`config.mk`:
```
export PLATFORM = sky130hd
export DESIGN_NAME = noise_pulse_conditioner
export DESIGN_NICKNAME = d
export VERILOG_FILES = /design/src/rtl/noise_pulse_conditioner.sv
export SDC_FILE = /design/constraint.sdc
export NUM_CORES = 1
export LEC_CHECK = 0
export BUFFER_PORTS_ARGS = -buffer_cell sky130_fd_sc_hd__buf_4
export CAP_MARGIN = 15
export CORE_AREA = 2 2 70 72
export DETAILED_ROUTE_END_ITERATION = 12
export DIE_AREA = 0 0 72 74
export HOLD_SLACK_MARGIN = 0.03
export MAX_ROUTING_LAYER = met4
export PLACE_DENSITY = 0.82
export SKIP_CTS_REPAIR_TIMING = 1
export SLEW_MARGIN = 20
export SYNTH_ARGS = -nofsm -noshare
export SYNTH_HDL_FRONTEND = slang
export SYNTH_SLANG_ARGS = --single-unit
```
`constraint.sdc`:
```
create_clock -name clk -period 4.4 [get_ports clk]
set_input_delay 1.32 -clock clk [delete_from_list [all_inputs] [get_ports clk]]
set_output_delay 1.32 -clock clk [all_outputs]
set_load 0.005 [all_outputs]
```
`src/rtl/noise_pulse_conditioner.sv`:
```
`timescale 1ns/100ps
// noise_pulse_conditioner
// Front end for the photodiode comparator. It synchronises the raw comparator
// output, rejects glitches and re-triggers, and emits one single-cycle
// noise_valid strobe per qualified pulse. It also reports how many strobes
// fell into each fixed-length window, for telemetry.
module noise_pulse_conditioner #(
  parameter int SYNC_STAGES   = 2,
  parameter int MIN_WIDTH     = 2,
  parameter int HOLDOFF       = 2,
  parameter int WINDOW_CYCLES = 10000,
  parameter int CNT_W         = 16
) (
  input  logic             clk,
  input  logic             reset,
  input  logic             enable,
  input  logic             noise_in,
  output logic             noise_valid,
  output logic [CNT_W-1:0] window_count,
  output logic             count_valid,
  output logic             window_sat,
  output logic [1:0]       debug_state
);

  localparam int WCNT_W = $clog2(MIN_WIDTH + 1);
  localparam int HCNT_W = (HOLDOFF < 1) ? 1 : $clog2(HOLDOFF + 1);
  localparam int TMR_W  = $clog2(WINDOW_CYCLES);

  localparam logic [WCNT_W-1:0] WCNT_ONE  = WCNT_W'(1);
  localparam logic [WCNT_W-1:0] MIN_W_C   = WCNT_W'(MIN_WIDTH);
  localparam logic [HCNT_W-1:0] HCNT_ONE  = HCNT_W'(1);
  localparam logic [HCNT_W-1:0] HOLD_C    = HCNT_W'(HOLDOFF);
  localparam logic [TMR_W-1:0]  TMR_ONE   = TMR_W'(1);
  localparam logic [TMR_W-1:0]  TMR_LAST  = TMR_W'(WINDOW_CYCLES - 1);
  localparam logic [CNT_W-1:0]  CNT_ONE   = CNT_W'(1);
  localparam logic [CNT_W-1:0]  CNT_MAX   = {CNT_W{1'b1}};
  localparam bit                EMIT_NOW  = (MIN_WIDTH == 1);
  localparam bit                NO_HOLD   = (HOLDOFF == 0);

  typedef enum logic [1:0] {
    ST_IDLE     = 2'd0,
    ST_QUAL     = 2'd1,
    ST_WAIT_LOW = 2'd2,
    ST_HOLD     = 2'd3
  } state_t;

  // Synchroniser
  logic [SYNC_STAGES-1:0] sync_q, sync_d;
  logic                   noise_sync;

  // Pulse qualifier
  state_t              state_q, state_d;
  logic [WCNT_W-1:0]   wcnt_q, wcnt_d;
  logic [HCNT_W-1:0]   hcnt_q, hcnt_d;
  logic                noise_valid_q, noise_valid_d;

  // Window statistics
  logic [TMR_W-1:0]    timer_q, timer_d;
  logic [CNT_W-1:0]    acc_q, acc_d, acc_next;
  logic                sat_q, sat_d, sat_next;
  logic [CNT_W-1:0]    window_count_q, window_count_d;
  logic                window_sat_q, window_sat_d;
  logic                count_valid_q, count_valid_d;

  // Shift the raw comparator level into the synchroniser chain.
  always_comb begin
    sync_d = {sync_q[SYNC_STAGES-2:0], noise_in};
  end

  assign noise_sync = sync_q[SYNC_STAGES-1];

  // Synchroniser flops; they keep running even while disabled.
  always_ff @(posedge clk or posedge reset) begin
    if (reset) begin
      sync_q <= '0;
    end else begin
      sync_q <= sync_d;
    end
  end

  // Qualifier next state: width check, one strobe per pulse, then hold-off.
  always_comb begin
    state_d       = state_q;
    wcnt_d        = wcnt_q;
    hcnt_d        = hcnt_q;
    noise_valid_d = 1'b0;
    if (!enable) begin
      state_d = ST_IDLE;
      wcnt_d  = '0;
      hcnt_d  = '0;
    end else begin
      case (state_q)
        ST_IDLE: begin
          if (noise_sync) begin
            if (EMIT_NOW) begin
              noise_valid_d = 1'b1;
              state_d       = ST_WAIT_LOW;
              wcnt_d        = '0;
            end else begin
              state_d = ST_QUAL;
              wcnt_d  = WCNT_ONE;
            end
          end else begin
            state_d = ST_IDLE;
          end
        end
        ST_QUAL: begin
          if (!noise_sync) begin
            // Too short: a glitch, drop it silently.
            state_d = ST_IDLE;
            wcnt_d  = '0;
          end else if ((wcnt_q + WCNT_ONE) == MIN_W_C) begin
            noise_valid_d = 1'b1;
            state_d       = ST_WAIT_LOW;
            wcnt_d        = '0;
          end else begin
            wcnt_d = wcnt_q + WCNT_ONE;
          end
        end
        ST_WAIT_LOW: begin
          if (noise_sync) begin
            state_d = ST_WAIT_LOW;
          end else if (NO_HOLD) begin
            state_d = ST_IDLE;
          end else begin
            state_d = ST_HOLD;
            hcnt_d  = HOLD_C;
          end
        end
        ST_HOLD: begin
          // Input is ignored here so ringing after the fall cannot re-trigger.
          if (hcnt_q <= HCNT_ONE) begin
            state_d = ST_IDLE;
            hcnt_d  = '0;
          end else begin
            hcnt_d = hcnt_q - HCNT_ONE;
          end
        end
        default: begin
          state_d = ST_IDLE;
          wcnt_d  = '0;
          hcnt_d  = '0;
        end
      endcase
    end
  end

  // Qualifier state and strobe registers.
  always_ff @(posedge clk or posedge reset) begin
    if (reset) begin
      state_q       <= ST_IDLE;
      wcnt_q        <= '0;
      hcnt_q        <= '0;
      noise_valid_q <= 1'b0;
    end else begin
      state_q       <= state_d;
      wcnt_q        <= wcnt_d;
      hcnt_q        <= hcnt_d;
      noise_valid_q <= noise_valid_d;
    end
  end

  // Saturating accumulate of the current strobe; sat flags a counter at ceiling.
  always_comb begin
    if (noise_valid_q && (acc_q != CNT_MAX)) begin
      acc_next = acc_q + CNT_ONE;
    end else begin
      acc_next = acc_q;
    end
    sat_next = sat_q | (acc_next == CNT_MAX);
  end

  // Window timer: on the last cycle publish the total (including a coincident strobe) and restart.
  always_comb begin
    timer_d        = timer_q;
    acc_d          = acc_q;
    sat_d          = sat_q;
    window_count_d = window_count_q;
    window_sat_d   = window_sat_q;
    count_valid_d  = 1'b0;
    if (!enable) begin
      timer_d = '0;
      acc_d   = '0;
      sat_d   = 1'b0;
    end else if (timer_q == TMR_LAST) begin
      window_count_d = acc_next;
      window_sat_d   = sat_next;
      count_valid_d  = 1'b1;
      timer_d        = '0;
      acc_d          = '0;
      sat_d          = 1'b0;
    end else begin
      timer_d = timer_q + TMR_ONE;
      acc_d   = acc_next;
      sat_d   = sat_next;
    end
  end

  // Window statistics registers.
  always_ff @(posedge clk or posedge reset) begin
    if (reset) begin
      timer_q        <= '0;
      acc_q          <= '0;
      sat_q          <= 1'b0;
      window_count_q <= '0;
      window_sat_q   <= 1'b0;
      count_valid_q  <= 1'b0;
    end else begin
      timer_q        <= timer_d;
      acc_q          <= acc_d;
      sat_q          <= sat_d;
      window_count_q <= window_count_d;
      window_sat_q   <= window_sat_d;
      count_valid_q  <= count_valid_d;
    end
  end

  assign noise_valid  = noise_valid_q;
  assign window_count = window_count_q;
  assign count_valid  = count_valid_q;
  assign window_sat   = window_sat_q;
  assign debug_state  = state_q;

endmodule
```
; Word-level counts from Yosys, hierarchy flattened
; Index checks and enable logic that the tools add are counted.
[word_totals]
ramBits = 0
rom_bits = 0
latch_bits = 0
register_bits = 58
n_memories = 0
in_bits = 4
[op_classes]
mul = 0
addsub = 4
bitwise = 1
muxes = 29
n_shift = 0
n_div = 0
eq_ne = 13
n_lt_le_gt_ge = 1
n_reduce_logical = 6
[ops]
columns = op, n
row1 = 16-bit 2-to-1 mux, 3
row2 = 14-bit 2-to-1 mux, 2
row3 = 2-bit 2-to-1 mux, 11
row4 = 16-bit by 1-bit adder with 16-bit output (second input constant), 1
row5 = 16-bit == test (second input constant), 1
row6 = 16-bit inequality test (second input constant), 1
row7 = 14-bit by 1-bit adder with 14-bit output (second input constant), 1
row8 = 14-bit == test (second input constant), 1
row9 = 1-bit 2-to-1 mux, 10
row10 = 3-bit inequality test (second input constant), 3
row11 = 2-bit case mux with 2 select lines, 2
row12 = 2-bit case mux with 4 select lines, 1
row13 = 2-bit AND reduction, 4
row14 = 2-bit == test (second input constant), 3
row15 = 3-bit by 1-bit inequality test with 1-bit output (second input constant), 2
row16 = 4-bit inequality test (second input constant), 1
row17 = 2-bit by 1-bit adder with 2-bit output (second input constant), 1
row18 = 2-bit by 1-bit == test with 1-bit output (second input constant), 1
row19 = 2-bit by 1-bit <= comparator with 1-bit output (second input constant), 1
row20 = 2-bit zero test, 1
row21 = 2-bit by 1-bit subtractor with 2-bit output (second input constant), 1
row22 = 1-bit logical AND, 1
row23 = 1-bit bitwise OR, 1

; Logic depth before layout (Yosys ltp)
; Gate-level depths: netlist of run 1.
[logic_depth]
depth_word = 7
mapped_depth = 9
depth_no_buf = 7

; Worst setup path after synthesis of run 1
; No wires, ideal clock.
[synth_path]
path_kind = register to register
from = register acc_q[0]
to = register window_sat_q (netlist: window_sat)
stages_incl_launch_ff = 8
synth_period_minus_slack_ns = 2.312
setup_ns = 0.077
arrival_ns = 2.235
slack_ns = 2.088
path_cell_list = dfrtp_1 ha_1 nand3_1 nor4_1 nor3_1 xnor2_1 or4b_1 o21ai_1
[synth_between]
elab_chain_len = 5
word_cells_on_any_way = 6
classes_between = add/sub (1) / eq/ne (2) / mux (1) / bitwise (1) / reduce/logical (1)
[synth_rtl]
columns = element, line_no
row1 = from (decl), 59  ; logic [CNT_W-1:0] acc_q, acc_d, acc_next;
row2 = from (signal assigned), 203  ; acc_q <= '0;
row3 = from (signal assigned), 210  ; acc_q <= acc_d;
row4 = "parallel branches: the longest is 2 deep, another holds 16-bit by 1-bit adder with 16-bit output", n/a
row5 = 16-bit 2-to-1 mux *, 165  ; if (noise_valid_q && (acc_q != CNT_MAX)) begin
row6 = 16-bit == test *, 170  ; sat_next = sat_q | (acc_next == CNT_MAX);
row7 = 1-bit bitwise OR *, 170
row8 = to (signal assigned), 213  ; window_sat_q <= window_sat_d;
row9 = to (decl), 62  ; logic window_sat_q, window_sat_d;
; Mark *: on every way between the ends.
; A chain may end at the register's enable or synchronous reset.

; Worst setup path after layout of run 1
; Same ends and word-level chain as after synthesis.

==> impl_metrics.json, run 1 <==
{
  "max-slew-margin-rel_pct": 33.5,
  "power.ir.vdd_worst_mv": 0.235,
  "timing.fmax_mhz": 369,
  "cts_tree": "done",
  "post-route-util_pct": 67.6,
  "crit_type": "flip-flop to flip-flop",
  "first_pass_iters": 4,
  "vias_per_cell": 5.91,
  "synthTopCellsByArea": "sky130_fd_sc_hd__dfrtp_1, sky130_fd_sc_hd__nor2_1, sky130_fd_sc_hd__o21ai_0, sky130_fd_sc_hd__nand2_1, sky130_fd_sc_hd__xnor2_1",
  "post_synth_fa_ha_maj_area_fraction_pct": 0.903,
  "fp.dieArea_um2": 5330,
  "critical_path.slowest_cell": "sky130_fd_sc_hd__nor4_1",
  "later_pin_clock_latency_in_the_skew_report_ns": 0.35,
  "postSynth.topFlopCell": "sky130_fd_sc_hd__dfrtp_1",
  "share_clk_of_total_power_pct": 41.1,
  "place.gp.congestion": 0.887,
  "clock_sinks": 58,
  "die_width_um": 72,
  "post_synth_mux_area_share_pct": 0.722,
  "cts_bufs_inserted": 9,
  "synth_cell_types": 45,
  "number_of_nets_with_antenna_violations_after_detailed_routing": 0,
  "area.growth.synth_to_final_pct": 12.1,
  "htreeDepth": 3,
  "power_switching_share_pct": 23.8,
  "layout_min_cycle_time_ns": 2.71,
  "worstPathRequired_ns": 4.67,
  "cap_violations": 0,
  "ys_ff_latch": 58,
  "p_int_w": 0.000784,
  "power_leakage_nw": 1.39,
  "antennaDiodeCount": 0,
  "sequential_group_share_of_total_power_pct": 54.1,
  "asyncSetResetFlopFracSynth_pct": 100,
  "grt_first_pass_wirelength_mm": 9.60,
  "placement_rows": 25,
  "grt_max_degree": 47,
  "post-layout-total-power_w": 0.00103,
  "critPathMaxStageDelay_ns": 0.69,
  "post_route_setup_tns_ns": 0,
  "number_of_synthesized_flops_with_an_enable_pin": 0,
  "timing_worst_slew_pin_value_ns": 0.995,
  "synth.avg_cell_area_um2": 9.73,
  "most-common-layout-cells": "sky130_fd_sc_hd__dfrtp_1, sky130_fd_sc_hd__nor2_1, sky130_fd_sc_hd__nand2_1, sky130_fd_sc_hd__o21ai_0, sky130_fd_sc_hd__buf_4",
  "timing.final.setup_violations": 0,
  "nets": 311,
  "finalHoldWorstSlack_ns": 0.350,
  "floorplan.initialDensity_pct": 60.3,
  "synth_simple_gate_area_share_pct": 25.3,
  "vias": 2151,
  "num_io_pins": 25,
  "wirelength_mm": 5.61,
  "grt_util_all_layers_pct": 25.2,
  "holdCritPathClass": "flip-flop to flip-flop",
  "power.density_cell_area_nw_per_um2": 331,
  "synth.net_count": 291,
  "synth_top_area_share_pct": 52.3,
  "synth_top_area_cell": "sky130_fd_sc_hd__dfrtp_1",
  "power_switching_w": 0.000245,
  "grt_setup_unrepaired": "false",
  "layout_commonest_cell": "sky130_fd_sc_hd__dfrtp_1",
  "yosysWarnings": 0,
  "drt_drc_violations_left": 0,
  "initial_antenna_violation_count": 0,
  "drt_first_iter_violations": 129,
  "die_height_um": 74,
  "synth.yosys.seq_area_share_pct": 52.3,
  "synth_xor_xnor_area_share_pct": 5.69,
  "synth_compound_area_share_pct": 11.5,
  "finalInstanceArea_um2": 3110,
  "combinational_family_with_the_most_area_after_synthesis": "simple AND/OR/NAND/NOR gates",
  "drive_gt1_share_pct": 16.1,
  "fp.coreArea_um2": 4600,
  "max-clock-path-buffers": 2,
  "synthesis.instances": 285,
  "startpoint_class": "flip-flop",
  "postPlaceCellArea_um2": 2950,
  "share_comb_of_total_power_pct": 4.8,
  "post_drt_wl_per_cell_um": 15.4,
  "fin_worst_skew_ns": 0.0103,
  "run_status": "completed",
  "critPathMaxFanout": 7,
  "grt_pass1_vias": 2051,
  "mappedNetlistArea_um2": 2770,
  "worst-endpoint-arrival_ns": 2.98,
  "detailedPlacementHpwl_mm": 3.83,
  "worstSetupEndpointType": "flip-flop",
  "finalHoldViolations": 0,
  "clk_pin_slew_worst_paths_ns": 0.06,
  "globalRouteOverflowTotal": 0,
  "path_cells": "ha_1, nand3_1, nor4_1, nor3_1, xnor2_1, or4b_1, o21ai_1",
  "buffer_ports.inserted": 24,
  "timing.final.max_slew_violations": 0,
  "cts_root_buf": "sky130_fd_sc_hd__clkbuf_8",
  "finalCritPeriodShare_pct": 61.6
}
## final timing paths
path | from | endpoint | slack [ns] | depth (start not counted)
worst min-delay path | sync_q[0] | sync_q[1] | 0.35 | 0
max in group asynchronous | reset | acc_q[0] | 2.49 | 3
worst min register to register | sync_q[0] | sync_q[1] | 0.35 | 0
min in group asynchronous | reset | window_count[1] | 1.18 | 2
worst max-delay path | acc_q[0] | window_sat | 1.69 | 7
worst max register to register | acc_q[0] | window_sat | 1.69 | 7
## per-layer routing
layer / part of all wire, % / vias to the layer above / global-route usage (%)
li1: - / 1050 / -
met1: 45 / 1043 / 30.5
met2: 49 / 48 / 39.0
met3: 4.3 / 10 / 7.45
met4: 1.8 / 0 / 12.4
met5: 0 / - / -
## per-stage QoR
| step | setup WS [ns] | instances |
|---|---|---|
| after floorplan | 1.65 | 285 |
| after global placement | 1.80 | 348 |
| after detailed placement | 1.73 | 348 |
| after CTS | 1.74 | 364 |
| after global routing | 1.55 | 364 |
| final | 1.69 | 364 |
## critical path: cells and delay by family (launching register included)
kind                       cells  cell delay [ns]
and+or+nand+nor                4             1.56
adders and majority gates      1             0.32
xor gates and xnor gates       1             0.20
AOI/OAI and AO/OA              1             0.14
DFF                            1             0.42
## layout make-up
type	instances	area (um^2)
multi-input cells	207	1220
clock inverters	3	15.0
clock buffers	13	149
flip-flops and latches	58	1450
fillers	364	1490
inverters	4	15.0
well taps	54	67.6
repair buffers	25	188
## sequential cells by signal (all words and copies together) (netlist names), 2 cells and up
signal	flops
acc_q	16
window_count	16
timer_q	14
debug_state	2
hcnt_q	2
sync_q	2
wcnt_q	2
## cells in the mapped netlist, drive strengths merged, types with 2 or more instances
cell type and number:
a21oi 7, a311oi 2, a31o 3, a31oi 2, and2 4, and3 6, and4 5, buf 6
clkbuf 10, dfrtp 58, ha 2, inv 4, mux2i 2, nand2 32, nand2b 2, nand3 12
nand4 10, nand4b 3, nor2 36, nor3 7, nor4 3, o21ai 27, o31ai 2, or2 4
or3 3, or4 2, xnor2 9, xor2 9
## power by group through the flow
stage / combinational (W) / sequential [W] / clock (W)
floorplan: 0.0000279 / 0.000564 / 0
finish: 0.0000494 / 0.000557 / 0.000423
global placement: 0.0000486 / 0.000566 / 0
detailed placement: 0.0000505 / 0.000567 / 0
global route: 0.0000568 / 0.000558 / 0.000457
CTS: 0.0000505 / 0.000557 / 0.000429
## logic make-up after synthesis
family	Yosys count
buffers and inverters	20
flip-flops	58
adder cells (fa/ha/maj)	2
multiplexers	2
AO/OA/AOI/OAI	52
AND/OR/NAND/NOR	133
XOR/XNOR	18
No activity file was read; power rests on OpenSTA's default activity.
==> run 2, diff against run 1 <==
--- a/config.mk
+++ b/config.mk
@@ -7,12 +7,12 @@
 export LEC_CHECK = 0
 export BUFFER_PORTS_ARGS = -buffer_cell sky130_fd_sc_hd__buf_4
 export CAP_MARGIN = 15
-export CORE_AREA = 2 2 70 72
+export CORE_AREA = 2 2 72 74
 export DETAILED_ROUTE_END_ITERATION = 12
-export DIE_AREA = 0 0 72 74
+export DIE_AREA = 0 0 74 76
 export HOLD_SLACK_MARGIN = 0.03
 export MAX_ROUTING_LAYER = met4
-export PLACE_DENSITY = 0.82
+export PLACE_DENSITY = 0.78
 export SKIP_CTS_REPAIR_TIMING = 1
 export SLEW_MARGIN = 20
 export SYNTH_ARGS = -nofsm -noshare
==> constraint.sdc (replaced) <==
create_clock -name clk -period 2.7 [get_ports clk]
set_input_delay 0.81 -clock clk [delete_from_list [all_inputs] [get_ports clk]]
set_output_delay 0.81 -clock clk [all_outputs]
set_load 0.005 [all_outputs]
==> run 2 against run 1 <==
Effect of this change:
- maximum frequency up 11%
- utilization down 2.6 points
- power up 73%
- final cell count up 5.2%
- combinational power up 72%
- register-to-register slack worse by 1.4 ns
- clock power up 85%
- sequential share of layout area down 1.2 points
- critical path type unchanged
- largest power group unchanged
- design area up 2.7%
- largest cell class unchanged
- sequential cell count unchanged
- hold slack better by 0.0033 ns
- sequential power up 63%
==> impl_metrics.json, run 2 (synthesis gave the netlist of run 1 again) <==
{
  "fp.dieArea_um2": 5620,
  "power_leakage_nw": 1.42,
  "critical_path.slowest_cell": "sky130_fd_sc_hd__or4b_1",
  "met3_use_gr_pct": 6.75,
  "number_of_nets_with_antenna_violations_after_detailed_routing": 0,
  "run_status": "completed",
  "layoutNonFillerInstCount": 383,
  "drt_first_iter_violations": 158,
  "crit_type": "flip-flop to flip-flop",
  "final_worst_setup_slack_ns": 0.258,
  "detailedPlacementHpwl_mm": 3.93,
  "floorplan.initialDensity_pct": 56.4,
  "timing.final.setup_violations": 0,
  "path_buf_inv": 0,
  "grt_first_pass_wirelength_mm": 9.56,
  "die_height_um": 76,
  "startpoint_class": "flip-flop",
  "critPathMaxStageDelay_ns": 0.56,
  "first_pass_iters": 4,
  "grt_max_degree": 34,
  "placement.setup.worst_slack_ns": 0.328,
  "fin_worst_skew_ns": 0.00833,
  "cp_top_delay_family": "simple AND/OR/NAND/NOR gates",
  "worst-r2r-setup-slack_ns": 0.26,
  "fillerInstances": 407,
  "grt_setup_unrepaired": "false",
  "nets": 315,
  "clk_pin_slew_worst_paths_ns": 0.06,
  "clock_sinks": 58,
  "antennaDiodeCount": 0,
  "sequential_cell_area_um2": 1450,
  "cts_bufs_inserted": 9,
  "worstSetupEndpointType": "flip-flop",
  "multiInputGateArea_um2": 1220,
  "cts_tree": "done",
  "initial_antenna_violation_count": 0,
  "place.detailed.instances": 368,
  "worst-endpoint-arrival_ns": 2.71,
  "place.gp.congestion": 0.880,
  "critPathMaxFanout": 7,
  "layout_commonest_cell": "sky130_fd_sc_hd__dfrtp_1",
  "globalRouteMet1Util_pct": 30.0,
  "post_route_setup_tns_ns": 0,
  "max-clock-path-buffers": 2,
  "grt_util_all_layers_pct": 23.2,
  "timing.final.max_slew_violations": 0,
  "area.growth.synth_to_final_pct": 15.2,
  "layout_min_cycle_time_ns": 2.44,
  "later_pin_clock_latency_in_the_skew_report_ns": 0.35,
  "holdCritPathClass": "flip-flop to flip-flop",
  "path_cells": "ha_1, nand3_1, nor4_1, nor3_1, xnor2_1, or4b_1, o21ai_1",
  "die_width_um": 74,
  "htreeDepth": 3,
  "globalRouteOverflowTotal": 0,
  "fp.coreArea_um2": 4910,
  "finalCritPeriodShare_pct": 90.5,
  "wirelength_mm": 5.72,
  "placement_rows": 26,
  "num_io_pins": 25,
  "vias": 2196,
  "most-common-layout-cells": "sky130_fd_sc_hd__dfrtp_1, sky130_fd_sc_hd__nor2_1, sky130_fd_sc_hd__nand2_1, sky130_fd_sc_hd__buf_4, sky130_fd_sc_hd__o21ai_0",
  "drive_gt1_share_pct": 17.3,
  "buffer_ports.inserted": 24,
  "max-slew-margin-rel_pct": 64.5,
  "timing.fmax_mhz": 409,
  "worstPathRequired_ns": 2.97,
  "cts_root_buf": "sky130_fd_sc_hd__clkbuf_8",
  "power.density_cell_area_nw_per_um2": 556,
  "post_drt_wl_per_cell_um": 14.9,
  "grt_pass1_vias": 2098,
  "drt_drc_violations_left": 0,
  "power.ir.vdd_worst_mv": 0.403,
  "most_used_routing_layer": "met2",
  "global_route_track_usage_on_met2_pct": 33.3,
  "timing_worst_slew_pin_value_ns": 0.532,
  "vias_per_cell": 5.73,
  "cap_violations": 0,
  "finalHoldViolations": 0
}
run 2: stage by stage:
stage               hold WS [ns]  power, W  area (um^2)  utilization (%)
floorplan                  0.331  0.000965         2770                -
global placement           0.335   0.00101         3010             61.2
detailed placement         0.342   0.00101         3010             61.2
CTS                        0.356   0.00180         3190             65.0
global route               0.369   0.00185         3190             65.0
finish                     0.353   0.00178         3190             65.0
run 2: layout make-up:
class,count,share of cell area [%]
sequential,58,45.5
tap,70,2.74
clock inverter,3,1.25
inverter,4,0.470
timing repair buffer,29,7.21
clock buffer,12,4.55
multi-input combinational,207,38.3
run 2: worst paths after layout:
path	start	endpoint	depth (start not counted)
worst min register to register	sync_q[0]	sync_q[1]	0
worst min-delay path	sync_q[0]	sync_q[1]	0
min in group asynchronous	reset	timer_q[13]	2
worst max register to register	acc_q[0]	window_sat	7
max in group asynchronous	reset	debug_state[0]	3
worst max-delay path	acc_q[0]	window_sat	7
run 2: worst register-to-register path, cell delays in order, from the launching register on:
cell                      delay [ns]
sky130_fd_sc_hd__dfrtp_1        0.42
sky130_fd_sc_hd__ha_1           0.31
sky130_fd_sc_hd__nand3_1        0.19
sky130_fd_sc_hd__nor4_1         0.45
sky130_fd_sc_hd__nor3_1         0.12
sky130_fd_sc_hd__xnor2_1        0.18
sky130_fd_sc_hd__or4b_1         0.56
sky130_fd_sc_hd__o21ai_1        0.15
run 2: power by group:
| group | switching [W] | internal (W) | total, W |
|---|---|---|---|
| clock | 0.000340 | 0.000444 | 0.000784 |
| sequential | 0.0000172 | 0.000891 | 0.000908 |
| combinational | 0.0000476 | 0.0000372 | 0.0000848 |
run 2: metal layers:
layer / vias to the layer above / part of all wire, %
met4: 0 / 1.5
met1: 1062 / 45
met3: 15 / 5.6
li1: 1054 / -
met2: 65 / 48
met5: - / 0
